[config.mk]
export PLATFORM = sky130hd
export DESIGN_NAME = issue_scoreboard
export DESIGN_NICKNAME = d
export VERILOG_FILES = /design/src/rtl/issue_scoreboard_pkg.sv /design/src/rtl/issue_scoreboard_sb_counter.sv /design/src/rtl/issue_scoreboard.sv
export SDC_FILE = /design/constraint.sdc
export NUM_CORES = 1
export LEC_CHECK = 0
export CORE_MARGIN = 3
export CORE_UTILIZATION = 46
export DETAILED_ROUTE_END_ITERATION = 10
export HOLD_SLACK_MARGIN = 0.03
export PLACE_DENSITY_LB_ADDON = 0.15
export SYNTH_ARGS = -nofsm -noshare
export SYNTH_HDL_FRONTEND = slang
export SYNTH_HIERARCHICAL = 1
export SYNTH_SLANG_ARGS = --single-unit
[constraint.sdc]
create_clock -name i_clk -period 3 [get_ports i_clk]
set_input_delay 0.9 -clock i_clk [delete_from_list [all_inputs] [get_ports i_clk]]
set_output_delay 0.9 -clock i_clk [all_outputs]
set_load 0.01 [all_outputs]
[src/rtl/issue_scoreboard_pkg.sv]
// Shared configuration for the issue scoreboard: register-file geometry,
// counter width, controller state encoding and the held-bundle layout.
package issue_scoreboard_pkg;

   localparam int REGNO     = 8;
   localparam int REGNO_LOG = 3;
   localparam int CNT_W     = 2;
   localparam int PAYLOAD_W = 32;

   typedef enum logic [1:0] {
      SB_EMPTY = 2'd0,
      SB_HOLD  = 2'd1,
      SB_JWAIT = 2'd2
   } sb_state_e;

   typedef struct packed {
      logic [REGNO-1:0]     rf_ie;
      logic                 flags_ie;
      logic                 carry_en;
      logic                 pc_ie;
      logic [REGNO_LOG-1:0] l_sel;
      logic [REGNO_LOG-1:0] r_sel;
      logic                 r_bus_imm;
      logic                 l_used;
      logic [PAYLOAD_W-1:0] payload;
   } sb_bundle_t;

endpackage

[src/rtl/issue_scoreboard_sb_counter.sv]
// Outstanding-write counter for one register (or the flags): counts issued
// writes up and retired writes down, saturating at both ends.
module sb_counter
   import issue_scoreboard_pkg::*;
#(
   parameter int W = CNT_W
) (
   input  logic i_clk,
   input  logic i_rst,
   input  logic i_inc,
   input  logic i_dec,
   output logic o_at_max,
   output logic o_nonzero
);

   localparam logic [W-1:0] CNT_MAX = {W{1'b1}};

   logic [W-1:0] cnt_q, cnt_d;

   // Next count: simultaneous inc and dec cancel out.
   always_comb begin
      cnt_d = cnt_q;
      if (i_inc && !i_dec) begin
         if (cnt_q != CNT_MAX) cnt_d = cnt_q + W'(1);
         else                  cnt_d = cnt_q;
      end else if (i_dec && !i_inc) begin
         if (cnt_q != '0) cnt_d = cnt_q - W'(1);
         else             cnt_d = cnt_q;
      end else begin
         cnt_d = cnt_q;
      end
   end

   // Count register.
   always_ff @(posedge i_clk) begin
      if (i_rst) cnt_q <= '0;
      else       cnt_q <= cnt_d;
   end

   assign o_at_max  = (cnt_q == CNT_MAX);
   assign o_nonzero = |cnt_q;

endmodule

[src/rtl/issue_scoreboard.sv]
// Issue controller between decode and execute: holds one bundle, tracks
// outstanding register/flag writes and releases the bundle only when hazard-free.
module issue_scoreboard
   import issue_scoreboard_pkg::*;
(
   input  logic                 i_clk,
   input  logic                 i_rst,
   input  logic                 i_submit,
   output logic                 o_ready,
   input  logic [REGNO_LOG-1:0] i_l_reg_sel,
   input  logic [REGNO_LOG-1:0] i_r_reg_sel,
   input  logic                 i_r_bus_imm,
   input  logic                 i_l_used,
   input  logic                 i_alu_carry_en,
   input  logic                 i_alu_flags_ie,
   input  logic [REGNO-1:0]     i_rf_ie,
   input  logic                 i_pc_ie,
   input  logic [PAYLOAD_W-1:0] i_payload,
   input  logic                 i_next_ready,
   output logic                 o_submit,
   output logic [REGNO-1:0]     o_rf_ie,
   output logic                 o_alu_flags_ie,
   output logic                 o_alu_carry_en,
   output logic                 o_pc_ie,
   output logic [REGNO_LOG-1:0] o_l_reg_sel,
   output logic [REGNO_LOG-1:0] o_r_reg_sel,
   output logic                 o_r_bus_imm,
   output logic [PAYLOAD_W-1:0] o_payload,
   input  logic [REGNO-1:0]     i_wb_rf_ie,
   input  logic                 i_wb_flags,
   input  logic                 i_pc_done,
   input  logic                 i_flush,
   output logic [REGNO-1:0]     o_busy
);

   sb_state_e        state_q, state_d;
   sb_bundle_t       held_q, held_d, out_q, out_d, in_bundle_s;
   logic             submit_q, submit_d;
   logic [REGNO-1:0] busy_s, at_max_s;
   logic             flags_busy_s, flags_at_max_s;
   logic             hazard_s, issue_s, ready_s, accept_s;

   assign in_bundle_s = '{rf_ie:     i_rf_ie,
                          flags_ie:  i_alu_flags_ie,
                          carry_en:  i_alu_carry_en,
                          pc_ie:     i_pc_ie,
                          l_sel:     i_l_reg_sel,
                          r_sel:     i_r_reg_sel,
                          r_bus_imm: i_r_bus_imm,
                          l_used:    i_l_used,
                          payload:   i_payload};

   // A jump waits until every register and flag write has retired.
   assign hazard_s = (held_q.l_used & busy_s[held_q.l_sel])
                   | (~held_q.r_bus_imm & busy_s[held_q.r_sel])
                   | (held_q.carry_en & flags_busy_s)
                   | (|(held_q.rf_ie & at_max_s))
                   | (held_q.flags_ie & flags_at_max_s)
                   | (held_q.pc_ie & ((|busy_s) | flags_busy_s));

   assign issue_s  = (state_q == SB_HOLD) & ~hazard_s & i_next_ready & ~i_flush;
   assign ready_s  = ~i_rst & ((state_q == SB_EMPTY) | issue_s) & ~(issue_s & held_q.pc_ie);
   assign accept_s = i_submit & ready_s & ~i_flush;

   // Next-state and held/issued bundle selection.
   always_comb begin
      state_d  = state_q;
      held_d   = held_q;
      out_d    = out_q;
      submit_d = issue_s;
      if (accept_s) held_d = in_bundle_s;
      else          held_d = held_q;
      if (issue_s) out_d = held_q;
      else         out_d = out_q;
      case (state_q)
         SB_EMPTY: begin
            if (accept_s) state_d = SB_HOLD;
            else          state_d = SB_EMPTY;
         end
         SB_HOLD: begin
            if (i_flush)                state_d = SB_EMPTY;
            else if (!issue_s)          state_d = SB_HOLD;
            else if (held_q.pc_ie)      state_d = SB_JWAIT;
            else if (accept_s)          state_d = SB_HOLD;
            else                        state_d = SB_EMPTY;
         end
         SB_JWAIT: begin
            if (i_pc_done) state_d = SB_EMPTY;
            else           state_d = SB_JWAIT;
         end
         default: state_d = SB_EMPTY;
      endcase
   end

   // State, held bundle and issue output registers.
   always_ff @(posedge i_clk) begin
      if (i_rst) begin
         state_q  <= SB_EMPTY;
         held_q   <= '0;
         out_q    <= '0;
         submit_q <= 1'b0;
      end else begin
         state_q  <= state_d;
         held_q   <= held_d;
         out_q    <= out_d;
         submit_q <= submit_d;
      end
   end

   for (genvar g = 0; g < REGNO; g++) begin : g_reg_cnt
      sb_counter #(.W(CNT_W)) u_cnt (
         .i_clk     (i_clk),
         .i_rst     (i_rst),
         .i_inc     (issue_s & held_q.rf_ie[g]),
         .i_dec     (i_wb_rf_ie[g]),
         .o_at_max  (at_max_s[g]),
         .o_nonzero (busy_s[g])
      );
   end

   sb_counter #(.W(CNT_W)) u_flags_cnt (
      .i_clk     (i_clk),
      .i_rst     (i_rst),
      .i_inc     (issue_s & held_q.flags_ie),
      .i_dec     (i_wb_flags),
      .o_at_max  (flags_at_max_s),
      .o_nonzero (flags_busy_s)
   );

   assign o_ready        = ready_s;
   assign o_submit       = submit_q;
   assign o_rf_ie        = out_q.rf_ie;
   assign o_alu_flags_ie = out_q.flags_ie;
   assign o_alu_carry_en = out_q.carry_en;
   assign o_pc_ie        = out_q.pc_ie;
   assign o_l_reg_sel    = out_q.l_sel;
   assign o_r_reg_sel    = out_q.r_sel;
   assign o_r_bus_imm    = out_q.r_bus_imm;
   assign o_payload      = out_q.payload;
   assign o_busy         = busy_s;

endmodule

After elaboration in Yosys (flattened, before gate mapping) --
Index checks and enable logic that the tools add are counted.
Cells by class: add/subtract/negate cells 18, $lt $le $gt $ge 2, equality and inequality tests 29, multiplexer cells 46, bitwise logic cells 35, reduce and logical (&&, ||, !) cells 84
Operator list (number):
- $mux 2 | 40
- $reduce_bool 2->1 | 27
- $ne 2x2->1 const B | 18
- $reduce_and 3->1 | 9
- $and 1x1->1 | 22
- $eq 2x2->1 const B | 10
- $add 2x1->2 const B | 9
- $logic_and 1x1->1 | 18
- $logic_not 1->1 | 18
- $reduce_or 2->1 | 9
- $sub 2x1->2 const B | 9
- $reduce_or 16->1 | 1
- $and 8x8->8 | 1
- $lt 3x4->1 const B | 2
- $reduce_or 8->1 | 1
- $or 1x1->1 | 7
- $bmux 1 s3 | 2
- $pmux 2 s3 | 1
- $not 1->1 | 5
- $mux 1 | 3
- $eq 2x1->1 const B | 1
- $logic_not 2->1 | 1
Storage, ports and cells: register bits after elaboration 122, output and inout port bits 60

Depth between registers and ports, before layout --
Gate-level depths: netlist of run 1.
depth after elaboration 23, depth in mapped cells 12

Hierarchy --
Netlist of run 1, hierarchy kept.
By module, submodules not included:
- issue_scoreboard | times used 1, cells an instance 447, area each 4424.2 µm², sequential area each 2082.0 µm²
- sb_counter | times used 9, cells an instance 14, area each 126.4 µm², sequential area each 40.0 µm²

Worst setup path before layout of run 1 --
No wires, ideal clock.
path kind input to output, start point input i_flush, end point output o_ready, arrival 2.324 ns, data required time 2.100 ns, slack -0.224 ns, stages 6, cell sequence nor3b_1 > nand4_1 > a211oi_2 > clkbuf_1 > a31oi_1 > nor2_1
On the way: cells in the longest elaborated chain, start to end 5, elaborated cells between the ends (all ways) 7, those cells by class 7 x bitwise
RTL lines:
- start: declaration | line issue_scoreboard.sv:32 | input logic i_flush,
- $not 1->1 (*) | line issue_scoreboard.sv:61 | assign issue_s = (state_q == SB_HOLD) & ~hazard_s & i_next_ready & ~i_flush;
- $and 1x1->1 (*) | line issue_scoreboard.sv:61
- $or 1x1->1 or $and 1x1->1 (tied branches) | line issue_scoreboard.sv:62 | assign ready_s = ~i_rst & ((state_q == SB_EMPTY) | issue_s) & ~(issue_s & held_q.pc_ie);
- $and 1x1->1 or $not 1->1 (tied branches) | line issue_scoreboard.sv:62
- $and 1x1->1 (*) | line issue_scoreboard.sv:62
- end: declaration | line issue_scoreboard.sv:9 | output logic o_ready,
Mark *: on every way between the ends. The rest lies on a longest branch, timed or not.

Final worst setup path of run 1 --
start point register g_reg_cnt[3].u_cnt.cnt_q[0], end point output o_ready
On the way: cells in the longest elaborated chain, start to end 16, elaborated cells between the ends (all ways) 27, those cells by class 1 x eq/ne; 4 x mux; 19 x bitwise; 3 x reduce/logical
RTL lines:
- start: declaration | line issue_scoreboard_sb_counter.sv:18 | logic [W-1:0] cnt_q, cnt_d;
- start signal: assignment | line issue_scoreboard_sb_counter.sv:37 | else cnt_q <= cnt_d;
- $reduce_or 2->1 | line issue_scoreboard_sb_counter.sv:41 | assign o_nonzero = |cnt_q;
- $bmux 1 s3, on equally long branches | line issue_scoreboard.sv:54, issue_scoreboard.sv:55
- $mux 1, on equally long branches | line issue_scoreboard.sv:54, issue_scoreboard.sv:55
- $and 1x1->1, on equally long branches | line issue_scoreboard.sv:54, issue_scoreboard.sv:55
- $or 1x1->1 | line issue_scoreboard.sv:55 | | (~held_q.r_bus_imm & busy_s[held_q.r_sel])
- $or 1x1->1 | line issue_scoreboard.sv:56 | | (held_q.carry_en & flags_busy_s)
- $or 1x1->1 | line issue_scoreboard.sv:57 | | (|(held_q.rf_ie & at_max_s))
- $or 1x1->1 | line issue_scoreboard.sv:58 | | (held_q.flags_ie & flags_at_max_s)
- $or 1x1->1 (*) | line issue_scoreboard.sv:59 | | (held_q.pc_ie & ((|busy_s) | flags_busy_s));
- $not 1->1 (*) | line issue_scoreboard.sv:61
- $and 1x1->1 (*) (3 in series) | line issue_scoreboard.sv:61
- $or 1x1->1 or $and 1x1->1 (tied branches) | line issue_scoreboard.sv:62
- $and 1x1->1 or $not 1->1 (tied branches) | line issue_scoreboard.sv:62
- $and 1x1->1 (*) | line issue_scoreboard.sv:62
Mark *: on every way between the ends. The rest lies on a longest branch, timed or not. The select of a mux whose other input is x is not followed.

==> results of run 1 <==
-- sequential cells by signal, summed over array words and instances (netlist names), 2 cells and up --
| name | count |
|---|---|
| held_q | 51 |
| o_payload | 32 |
| g_reg_cnt.u_cnt/cnt_q | 16 |
| o_rf_ie | 8 |
| o_l_reg_sel | 3 |
| o_r_reg_sel | 3 |
| state_q | 2 |
| u_flags_cnt/cnt_q | 2 |
-- layer usage --
metal | vias to the layer above | global-route usage | routed length (um)
li1 | 2335 | - | -
met1 | 2342 | 0.282 | 6890
met2 | 127 | 0.388 | 7430
met3 | 9 | 0.0778 | 888
met4 | 0 | 0.0650 | 120
met5 | - | 0 | 0
-- tightest hold or removal path, delay by kind of cell (launching register included) --
| family | cells | cell delay [ns] |
|---|---|---|
| DFF | 1 | 0.30 |
| and+or+nand+nor | 1 | 0.06 |
| AOI/OAI and AO/OA | 1 | 0.05 |
-- synth_stat cells (10+ instances only) --
library cell | number | area (sq um)
sky130_fd_sc_hd__nand3_1 | 53 | 265
sky130_fd_sc_hd__a21oi_1 | 61 | 305
sky130_fd_sc_hd__dfxtp_1 | 122 | 2440
sky130_fd_sc_hd__inv_1 | 20 | 75.1
sky130_fd_sc_hd__mux2i_1 | 10 | 100
sky130_fd_sc_hd__mux2_4 | 40 | 601
sky130_fd_sc_hd__o21ai_0 | 61 | 305
sky130_fd_sc_hd__nor2b_1 | 50 | 313
sky130_fd_sc_hd__clkbuf_1 | 31 | 116
sky130_fd_sc_hd__nand2b_1 | 10 | 62.6
-- worst max path at each step --
stage / start / endpoint / cells past startpoint
6_report: g_reg_cnt[3].u_cnt/cnt_q[0] / o_ready / 7
3_5_place_dp: i_flush / o_ready / 7
5_1_grt: u_flags_cnt/cnt_q[0] / o_ready / 7
2_1_floorplan: i_flush / o_ready / 6
4_1_cts: u_flags_cnt/cnt_q[0] / o_ready / 7
3_3_place_gp: i_flush / o_ready / 7
-- power groups by stage --
stage          logic [mW]  clock network, mW  registers [mW]
6_report            0.347               1.83            1.69
5_1_grt             0.370               1.93            1.70
4_1_cts             0.339               1.86            1.69
3_5_place_dp        0.336                  0            1.72
3_3_place_gp        0.332                  0            1.72
2_1_floorplan       0.181                  0            1.72
-- logic make-up after synthesis --
logic type	Yosys count
simple gates	167
compound gates	154
fa+ha+maj	9
buf+inv	57
flops	122
mux	64
-- what timing repair did --
item                                    4_1_cts  5_1_grt
gates resized for setup                      21        8
setup buffers                                 5        0
endpoints found under the setup margin       69       68
gates cloned                                  0        2
pin swaps                                    10        2
-- through the flow --
stage	hold slack [ns]	utilization
6_report	0.460	0.685
5_1_grt	0.483	0.685
4_1_cts	0.462	0.678
3_5_place_dp	0.451	0.625
3_3_place_gp	0.446	0.625
2_1_floorplan	0.439	-
-- layout make-up --
class                      instances  area [sq um]
clock buffer                      27           523
antenna                            1          2.50
tap                              143           179
fill                             913          3660
inverter                          20          75.1
clock inverter                     2          10.0
sequential                       122          2450
multi-input combinational        394          2930
timing repair buffer             182          1790
==> results.txt, run 1 <==
----------------------------------------------------
[Yosys]
  Synthesized netlist net count ... 648
  Distinct cell type count of the synthesized netlist ... 40
  Mux share of post-synthesis cell area ... 0.160
  Portion of the post-synthesis area used by sequential elements ... 0.439
  Adder and majority cell fraction of the synthesized area ... 0.0202
  Synthesized-area fraction occupied by and/or/nand/nor cells ... 0.180
  Syn_area_per_cell ... 9.71 sq um
  Total standard cell area after synthesis ... 5560 sq um
  Share of flip-flops with an asynchronous set or reset after synthesis ... 0
  Most used flip-flop cell after synthesis ... sky130_fd_sc_hd__dfxtp_1
  Number of storage elements in the synthesis netlist ... 122
  Count of flip-flops with a built-in enable after synthesis ... 0
  Yosys warns ... 6
  Synthesized-area fraction occupied by ao, oa, aoi and oai cells ... 0.155
  Xor/xnor share of the synthesized area ... 0
  Gate Count Post-Synth ... 573
  Combinational family with the most area after synthesis ... simple AND/OR/NAND/NOR gates

[Critical path]
  Data arrival, critical path ... 2.30 ns
  Crit-path slowest cell ... sky130_fd_sc_hd__mux4_2
  Reg2reg start ... g_reg_cnt[3].u_cnt/cnt_q[0]
  Required time reported for the critical path endpoint ... 2.10 ns
  CP bufs+invs ... 1
  Startpoint-to-endpoint class of the critical path ... reg -> out
  Crit path capture type ... output port
  Startpoint type of the worst setup path ... flip-flop
  Depth of the most critical reg-to-reg path ... 11
  Cells traversed along the worst timing path ... or2_4 -> mux4_2 -> a22oi_2 -> o21a_2 -> a31oi_1 -> nor2_1 -> buf_2
  Family of cells with the greatest summed delay on the critical path ... compound AO/OA/AOI/OAI gates
  Max incr delay on CP ... 0.49 ns
  Maximum fanout along the worst path ... 3
  Terminus of the critical flop-to-flop path ... g_reg_cnt[4].u_cnt/cnt_q[0]
  R2r setup slk ... 0.13 ns

[Power and ir drop]
  Power per unit of standard cell area ... 487 nW/um^2
  Leakage power summed over all cells ... 3.17 nW
  Cell internal pwr ... 3.03 mW
  Clk pwr share ... 0.473
  Fraction of power consumed by sequential logic ... 0.437
  Switch share ... 0.218
  Post-layout power ... 3.87 mW
  Reported net switching power ... 845 uW
  Gate power share ... 0.090
  Worst vdd rail ir drop ... 0.366 mV

[Floorplan]
  Cell row count ... 39
  Horizontal die dimension ... 116 um
  Die Footprint ... 13400 sq um
  Number of top-level pins ... 126
  Vertical die dimension ... 116 um
  Core box area ... 11600 sq um
  Effective utilization at floorplan ... 0.479

[Clocking]
  CTS tree ... done
  Max H-tree Level ... 4
  CTS root buffer ... sky130_fd_sc_hd__clkbuf_16
  Source-to-sink clock delay at the later pin of the worst-skew pair ... 0.40 ns
  Clock transition at path regs ... 0.05 ns
  Maximum root-to-sink buffer count ... 2
  Sinks on the clock net ... 122
  Hold Buf Count CTS ... 0
  Total CTS buffers ... 17

[GRT]
  Grt total ovfl ... 0
  Number of global-route vias before repair ... 5033
  First-pass GRT wire length ... 24.4 mm
  Largest net degree at the start of global routing ... 123
  Global Route Usage Sum ... 0.231
  Number of antenna violations at the first check in global routing ... 1

[STA]
  Maximum clock skew at final layout ... 0.00671 ns
  Final-report max-slew violation count ... 0
  F_max ... 313 MHz
  Worst slew margin relative to its limit ... 0.614
  Crit share post-route ... 1.07
  Total count of hold-check failures in the final report ... 0
  Setup slack after layout ... -0.197 ns
  Min Clock Period, post-route ... 3.20 ns
  Slew at the pin with the worst max-slew slack ... 0.579 ns
  Setup violations, final ... 1
  Sum of negative setup slack ... -0.197 ns
  RSZ-0062 raised after global routing ... true

[Place]
  Weighted congestion reported at the end of routability-driven placement ... 0.765
  Count of port buffers added during placement ... 125
  Post-DP HPWL ... 9.61 mm
  Area after DPL ... 7260 sq um
  Cell total after placement ... 854
  Worst slack at placement ... -0.671 ns

[Route]
  Detailed-route via count ... 4813
  Wire length after detailed routing ... 15.3 mm
  Per-cell routed wire length ... 17.2 um
  Detail-routed via count per cell ... 5.40
  DRC Markers ... 0
  Detail Route Antenna Nets ... 0
  Initial detailed-routing violation count ... 402
  First-pass detailed-route iteration total ... 5

[Min path]
  Origin of the worst min-delay path ... held_q[16]
  Hold Path Stages ... 2
  Worst min-delay path class ... reg -> reg
  Hold worst-path end ... o_payload[16]

[Finish]
  Layout Nets ... 812
  Number of cells in the finished layout apart from fillers ... 891
  Share of layout cells above drive strength 1 ... 0.237
  Commonest non-fill, non-tap cell in the layout ... sky130_fd_sc_hd__clkdlybuf4s50_1
  Design area ... 7950 sq um
  Commonest non-fill, non-tap cells in the layout ... 122 x sky130_fd_sc_hd__clkdlybuf4s50_1, 119 x sky130_fd_sc_hd__dfxtp_1, 61 x sky130_fd_sc_hd__a21oi_1
  Area growth from synthesis to layout ... 42.9%

[Status]
  Violations in the final reports ... negative setup slack
  Status ... finished with violations

[Flow run]
  Number of maximum-capacitance violations ... 0

----------------------------------------------------
Power figures use the tool's default switching activity.
==> inputs of run 2 (changes only) <==
Settings changed: CTS_CLUSTER_SIZE set to 16, SKIP_CTS_REPAIR_TIMING set to 1.
==> run 2 against run 1 <==
Compared with the run above:
- the flow still finishes with violations (negative setup slack)
- final area is 1.5% lower
- first-iteration DRC count is 1.0% higher
- total power is essentially flat
- flip-flop and latch count unchanged
- via count decreased by 1.0%
- critical path depth stayed put
- maximum frequency decreased by 1.5%
- clock-buffer cell count stayed put
- routed wire length decreased by 3.0%
- sequential power about the same
- global-route usage decreased by 0.24 points
- non-clock buffer count shrank 7
==> results.txt, run 2 (synthesized netlist as in run 1, its figures left out) <==
----------------------------------------------------
[STA]
  Setup violations, final ... 1
  Slew at the pin with the worst max-slew slack ... 0.601 ns
  Setup slack after layout ... -0.247 ns
  Min Clock Period, post-route ... 3.25 ns
  Final-report max-slew violation count ... 0
  Worst slew margin relative to its limit ... 0.599
  Total count of hold-check failures in the final report ... 0
  Maximum clock skew at final layout ... 0.00637 ns
  RSZ-0062 raised after global routing ... true
  Crit share post-route ... 1.08
  F_max ... 308 MHz

[Power and ir drop]
  Power per unit of standard cell area ... 494 nW/um^2
  Clk pwr share ... 0.474
  Leakage power summed over all cells ... 3.14 nW
  Cell internal pwr ... 3.02 mW
  Switch share ... 0.219
  Reported net switching power ... 847 uW
  Worst vdd rail ir drop ... 0.365 mV
  Fraction of power consumed by sequential logic ... 0.438
  Gate power share ... 0.088

[Clocking]
  Maximum root-to-sink buffer count ... 2
  Total CTS buffers ... 17
  Clock transition at path regs ... 0.05 ns
  Source-to-sink clock delay at the later pin of the worst-skew pair ... 0.41 ns
  CTS root buffer ... sky130_fd_sc_hd__clkbuf_16
  Sinks on the clock net ... 122
  CTS tree ... done
  Max H-tree Level ... 4

[Route]
  DRC Markers ... 0
  Wire length after detailed routing ... 14.9 mm
  Initial detailed-routing violation count ... 406
  Detailed-route via count ... 4763
  Detail-routed via count per cell ... 5.39
  Routed met1 length ... 6.61 mm
  Routed length on met2 ... 7.09 mm
  Metal3 WL ... 998 um
  Per-cell routed wire length ... 16.8 um
  First-pass detailed-route iteration total ... 5
  Highest routed metal layer ... met4
  Detail Route Antenna Nets ... 0

[Critical path]
  Depth of the most critical reg-to-reg path ... 11
  Crit path capture type ... output port
  Required time reported for the critical path endpoint ... 2.10 ns
  Startpoint-to-endpoint class of the critical path ... reg -> out
  Maximum fanout along the worst path ... 4
  Data arrival, critical path ... 2.35 ns
  Startpoint type of the worst setup path ... flip-flop
  R2r setup slk ... 0.02 ns
  Crit-path slowest cell ... sky130_fd_sc_hd__mux4_2
  Max incr delay on CP ... 0.47 ns
  Cells traversed along the worst timing path ... or2_2 -> mux4_2 -> o22ai_1 -> o21a_2 -> a31oi_1 -> nor2_1 -> buf_2

[Floorplan]
  Effective utilization at floorplan ... 0.479
  Core box area ... 11600 sq um
  Vertical die dimension ... 116 um
  Die Footprint ... 13400 sq um
  Cell row count ... 39
  Number of top-level pins ... 126
  Horizontal die dimension ... 116 um

[Flow run]
  Number of maximum-capacitance violations ... 0

[Status]
  Violations in the final reports ... negative setup slack
  Status ... finished with violations

[Min path]
  Worst min-delay path class ... reg -> reg
  Hold Path Stages ... 2

[Place]
  Area after DPL ... 7260 sq um
  Weighted congestion reported at the end of routability-driven placement ... 0.765
  Count of port buffers added during placement ... 125
  Worst slack at placement ... -0.671 ns
  Post-DP HPWL ... 9.61 mm

[GRT]
  First-pass GRT wire length ... 24.2 mm
  Largest net degree at the start of global routing ... 123
  Global Route Usage Sum ... 0.228
  Number of global-route vias before repair ... 4998
  Grt total ovfl ... 0
  Number of antenna violations at the first check in global routing ... 1

[Finish]
  Commonest non-fill, non-tap cells in the layout ... 122 x sky130_fd_sc_hd__clkdlybuf4s50_1, 120 x sky130_fd_sc_hd__dfxtp_1, 61 x sky130_fd_sc_hd__a21oi_1
  Largest register FFs ... 51
  Util after Layout ... 0.675
  Area growth from synthesis to layout ... 40.9%
  Commonest non-fill, non-tap cell in the layout ... sky130_fd_sc_hd__clkdlybuf4s50_1
  Most flops, register ... held_q
  Filler cell count ... 926
  Design area ... 7830 sq um
  Layout Nets ... 805
  Share of layout cells above drive strength 1 ... 0.230

----------------------------------------------------
## run 2: cell count changes in the layout (fill, tap and decap cells not counted), sizes merged
cell	previous run	this run
dlymetal6s2s	0	1
dlygate4sd2	1	0
buf	57	51
clkbuf	29	28
## run 2: layout make-up
type | instances | area, sq um | area share
inverters | 20 | 75.1 | 0.00958
flip-flops and latches | 122 | 2440 | 0.312
clock buffers | 27 | 523 | 0.0668
diodes | 1 | 2.50 | 0.000319
multi-input cells | 394 | 2910 | 0.372
repair buffers | 175 | 1690 | 0.215
clock inverters | 2 | 10.0 | 0.00128
well taps | 143 | 179 | 0.0228
## run 2: per-layer routing
layer  GRT usage  vias to the layer above
li1            -                     2312
met1       0.281                     2311
met2       0.381                      124
met3      0.0778                       16
met4      0.0650                        0
met5           0                        -
## run 2: power groups by stage
stage	clock [mW]	sequential (mW)	combinational, mW
floorplan	0	1.72	0.181
global placement	0	1.72	0.332
detailed placement	0	1.72	0.336
CTS	1.86	1.69	0.339
global route	1.93	1.70	0.365
finish	1.84	1.69	0.340
## run 2: final timing paths
check,end,start
setup / recovery,o_ready,g_reg_cnt[6].u_cnt/cnt_q[1]
hold / removal,o_payload[16],held_q[16]
setup reg to reg,g_reg_cnt[4].u_cnt/cnt_q[0],g_reg_cnt[6].u_cnt/cnt_q[1]
hold reg to reg,o_payload[16],held_q[16]
## run 2: through the flow
stage          hold WS [ns]  power (mW)  std cells  TNS [ns]
2_1_floorplan         0.439        1.90        573         0
3_3_place_gp          0.446        2.05        854    -29.28
3_5_place_dp          0.451        2.06        854    -30.80
4_1_cts               0.462        3.89        883     -9.39
5_1_grt               0.483        3.99        884     -2.05
6_report              0.459        3.87        884    -0.247
## run 2: worst max-delay path, delay by kind of cell (launching register included)
family / cells / cell delay, ns
DFF: 1 / 0.30
buffers and inverters: 1 / 0.17
muxes: 1 / 0.47
and+or+nand+nor: 2 / 0.48
AOI/OAI and AO/OA: 3 / 0.50
==> inputs of run 3 (changes only) <==
Settings changed: CORE_ASPECT_RATIO set to 1.25, CORE_MARGIN 3 to 5.
==> run 3 against run 2 <==
Compared with the run above:
- the run still ends with negative setup slack left
- maximum frequency increased by 3.9%
- via count fell by 0.19%
- critical path depth unchanged
- worst setup slack better by 0.12 ns
- register-to-register slack lost 0.09 ns
- sequential share of layout area decreased by 0.53 points
- combinational power is essentially flat
- routed wire length rose by 3.7%
- final area up 1.7%
- clock power is 20% higher
==> results.txt, run 3 (synthesized netlist as in run 1, its figures left out) <==
----------------------------------------------------
[STA]
  Min Clock Period, post-route ... 3.13 ns
  RSZ-0062 raised after global routing ... true
  Slew at the pin with the worst max-slew slack ... 0.638 ns
  Final-report max-slew violation count ... 0
  Sum of negative setup slack ... -0.500 ns
  Total count of hold-check failures in the final report ... 0
  Setup violations, final ... 16
  F_max ... 320 MHz
  Worst slew margin relative to its limit ... 0.575
  Crit share post-route ... 1.04
  Setup slack after layout ... -0.126 ns
  Maximum clock skew at final layout ... 0.0122 ns

[Clocking]
  CTS tree ... done
  Sinks on the clock net ... 122
  Source-to-sink clock delay at the later pin of the worst-skew pair ... 0.40 ns
  Maximum root-to-sink buffer count ... 2
  CTS root buffer ... sky130_fd_sc_hd__clkbuf_16
  Total CTS buffers ... 17
  Max H-tree Level ... 4
  Clock transition at path regs ... 0.05 ns

[Critical path]
  Crit-path slowest cell ... sky130_fd_sc_hd__mux4_2
  Cells traversed along the worst timing path ... or2_4 -> mux4_2 -> a22oi_2 -> o21a_2 -> a31oi_1 -> nor2_1 -> buf_2
  Crit path capture type ... output port
  Max incr delay on CP ... 0.51 ns
  Startpoint type of the worst setup path ... flip-flop
  Data arrival, critical path ... 2.23 ns
  Maximum fanout along the worst path ... 4
  Required time reported for the critical path endpoint ... 2.10 ns
  Startpoint-to-endpoint class of the critical path ... reg -> out

[Finish]
  Share of layout cells above drive strength 1 ... 0.235
  Most flops, register ... held_q
  Filler cell count ... 989
  Util after Layout ... 0.665
  Commonest non-fill, non-tap cells in the layout ... 121 x sky130_fd_sc_hd__clkdlybuf4s50_1, 120 x sky130_fd_sc_hd__dfxtp_1, 61 x sky130_fd_sc_hd__a21oi_1
  Layout Nets ... 801
  Largest register FFs ... 51
  Design area ... 7970 sq um
  Commonest non-fill, non-tap cell in the layout ... sky130_fd_sc_hd__clkdlybuf4s50_1
  Area growth from synthesis to layout ... 43.3%

[GRT]
  Global Route Usage Sum ... 0.217
  Largest net degree at the start of global routing ... 123
  Number of antenna violations at the first check in global routing ... 1
  Grt total ovfl ... 0
  Number of global-route vias before repair ... 5057
  First-pass GRT wire length ... 24.8 mm

[Place]
  Weighted congestion reported at the end of routability-driven placement ... 0.790
  Worst slack at placement ... -0.716 ns
  Area after DPL ... 7240 sq um
  Count of port buffers added during placement ... 125
  Post-DP HPWL ... 9.99 mm

[Floorplan]
  Effective utilization at floorplan ... 0.464
  Horizontal die dimension ... 108 um
  Die Footprint ... 14400 sq um
  Cell row count ... 45
  Core box area ... 12000 sq um
  Number of top-level pins ... 126
  Vertical die dimension ... 133 um

[Route]
  DRC Markers ... 0
  Initial detailed-routing violation count ... 231
  Detail Route Antenna Nets ... 0
  First-pass detailed-route iteration total ... 5
  Per-cell routed wire length ... 17.1 um
  Wire length after detailed routing ... 15.4 mm
  Detailed-route via count ... 4754
  Detail-routed via count per cell ... 5.26

[Flow run]
  Number of maximum-capacitance violations ... 0

[Power and ir drop]
  Leakage power summed over all cells ... 3.17 nW
  Worst vdd rail ir drop ... 0.360 mV
  Post-layout power ... 4.23 mW
  Power per unit of standard cell area ... 530 nW/um^2

[Status]
  Status ... finished with violations
  Violations in the final reports ... negative setup slack

[Min path]
  Worst min-delay path class ... reg -> reg

----------------------------------------------------
run 3: cell count changes in the layout (fill, tap and decap cells not counted), sizes merged:
cell | before | now
clkdlybuf4s50 | 122 | 121
clkbuf | 28 | 21
dlymetal6s2s | 1 | 2
clkinv | 2 | 4
clkinvlp | 0 | 3
buf | 51 | 48
bufinv | 0 | 4
run 3: per-stage QoR:
stage	std cells	hold slack [ns]
CTS	901	0.463
global route	904	0.479
floorplan	573	0.439
global placement	869	0.447
detailed placement	869	0.450
finish	904	0.463
run 3: cell type report:
type / count / area, sq um / area share
multi-input combinational: 394 / 2950 / 0.370
clock buffer: 21 / 480 / 0.0603
timing repair buffer: 171 / 1650 / 0.207
clock inverter: 11 / 166 / 0.0209
antenna: 1 / 2.50 / 0.000314
inverter: 20 / 75.1 / 0.00942
tap: 164 / 205 / 0.0257
sequential: 122 / 2440 / 0.307
run 3: critical path: cells and delay by family (launching register included):
family	cells	cell delay (ns)
compound gates	3	0.48
mux	1	0.51
buf+inv	1	0.16
simple gates	2	0.37
flops	1	0.31
run 3: final timing paths:
kind                                    start              endpoint  slack, ns  cells past startpoint
setup / recovery  g_reg_cnt[3].u_cnt/cnt_q[0]               o_ready      -0.13                      7
hold reg to reg                    held_q[26]         o_payload[26]       0.46                      2
hold / removal                     held_q[26]         o_payload[26]       0.46                      2
setup reg to reg  g_reg_cnt[3].u_cnt/cnt_q[0]  u_flags_cnt/cnt_q[0]      -0.07                     11
run 3: layer usage:
layer  vias up  routed length (um)  track usage
met5         -                   0            0
met3        15                 783       0.0605
met2       126                8130        0.387
met1      2294                6230        0.247
met4         0                 275       0.0695
li1       2319                   -            -
run 3: report_power, final:
group | switching [mW] | internal [mW] | total, mW
Sequential | 0.0280 | 1.66 | 1.69
Clock | 0.720 | 1.48 | 2.20
Combinational | 0.155 | 0.184 | 0.340
Total | 0.904 | 3.32 | 4.23
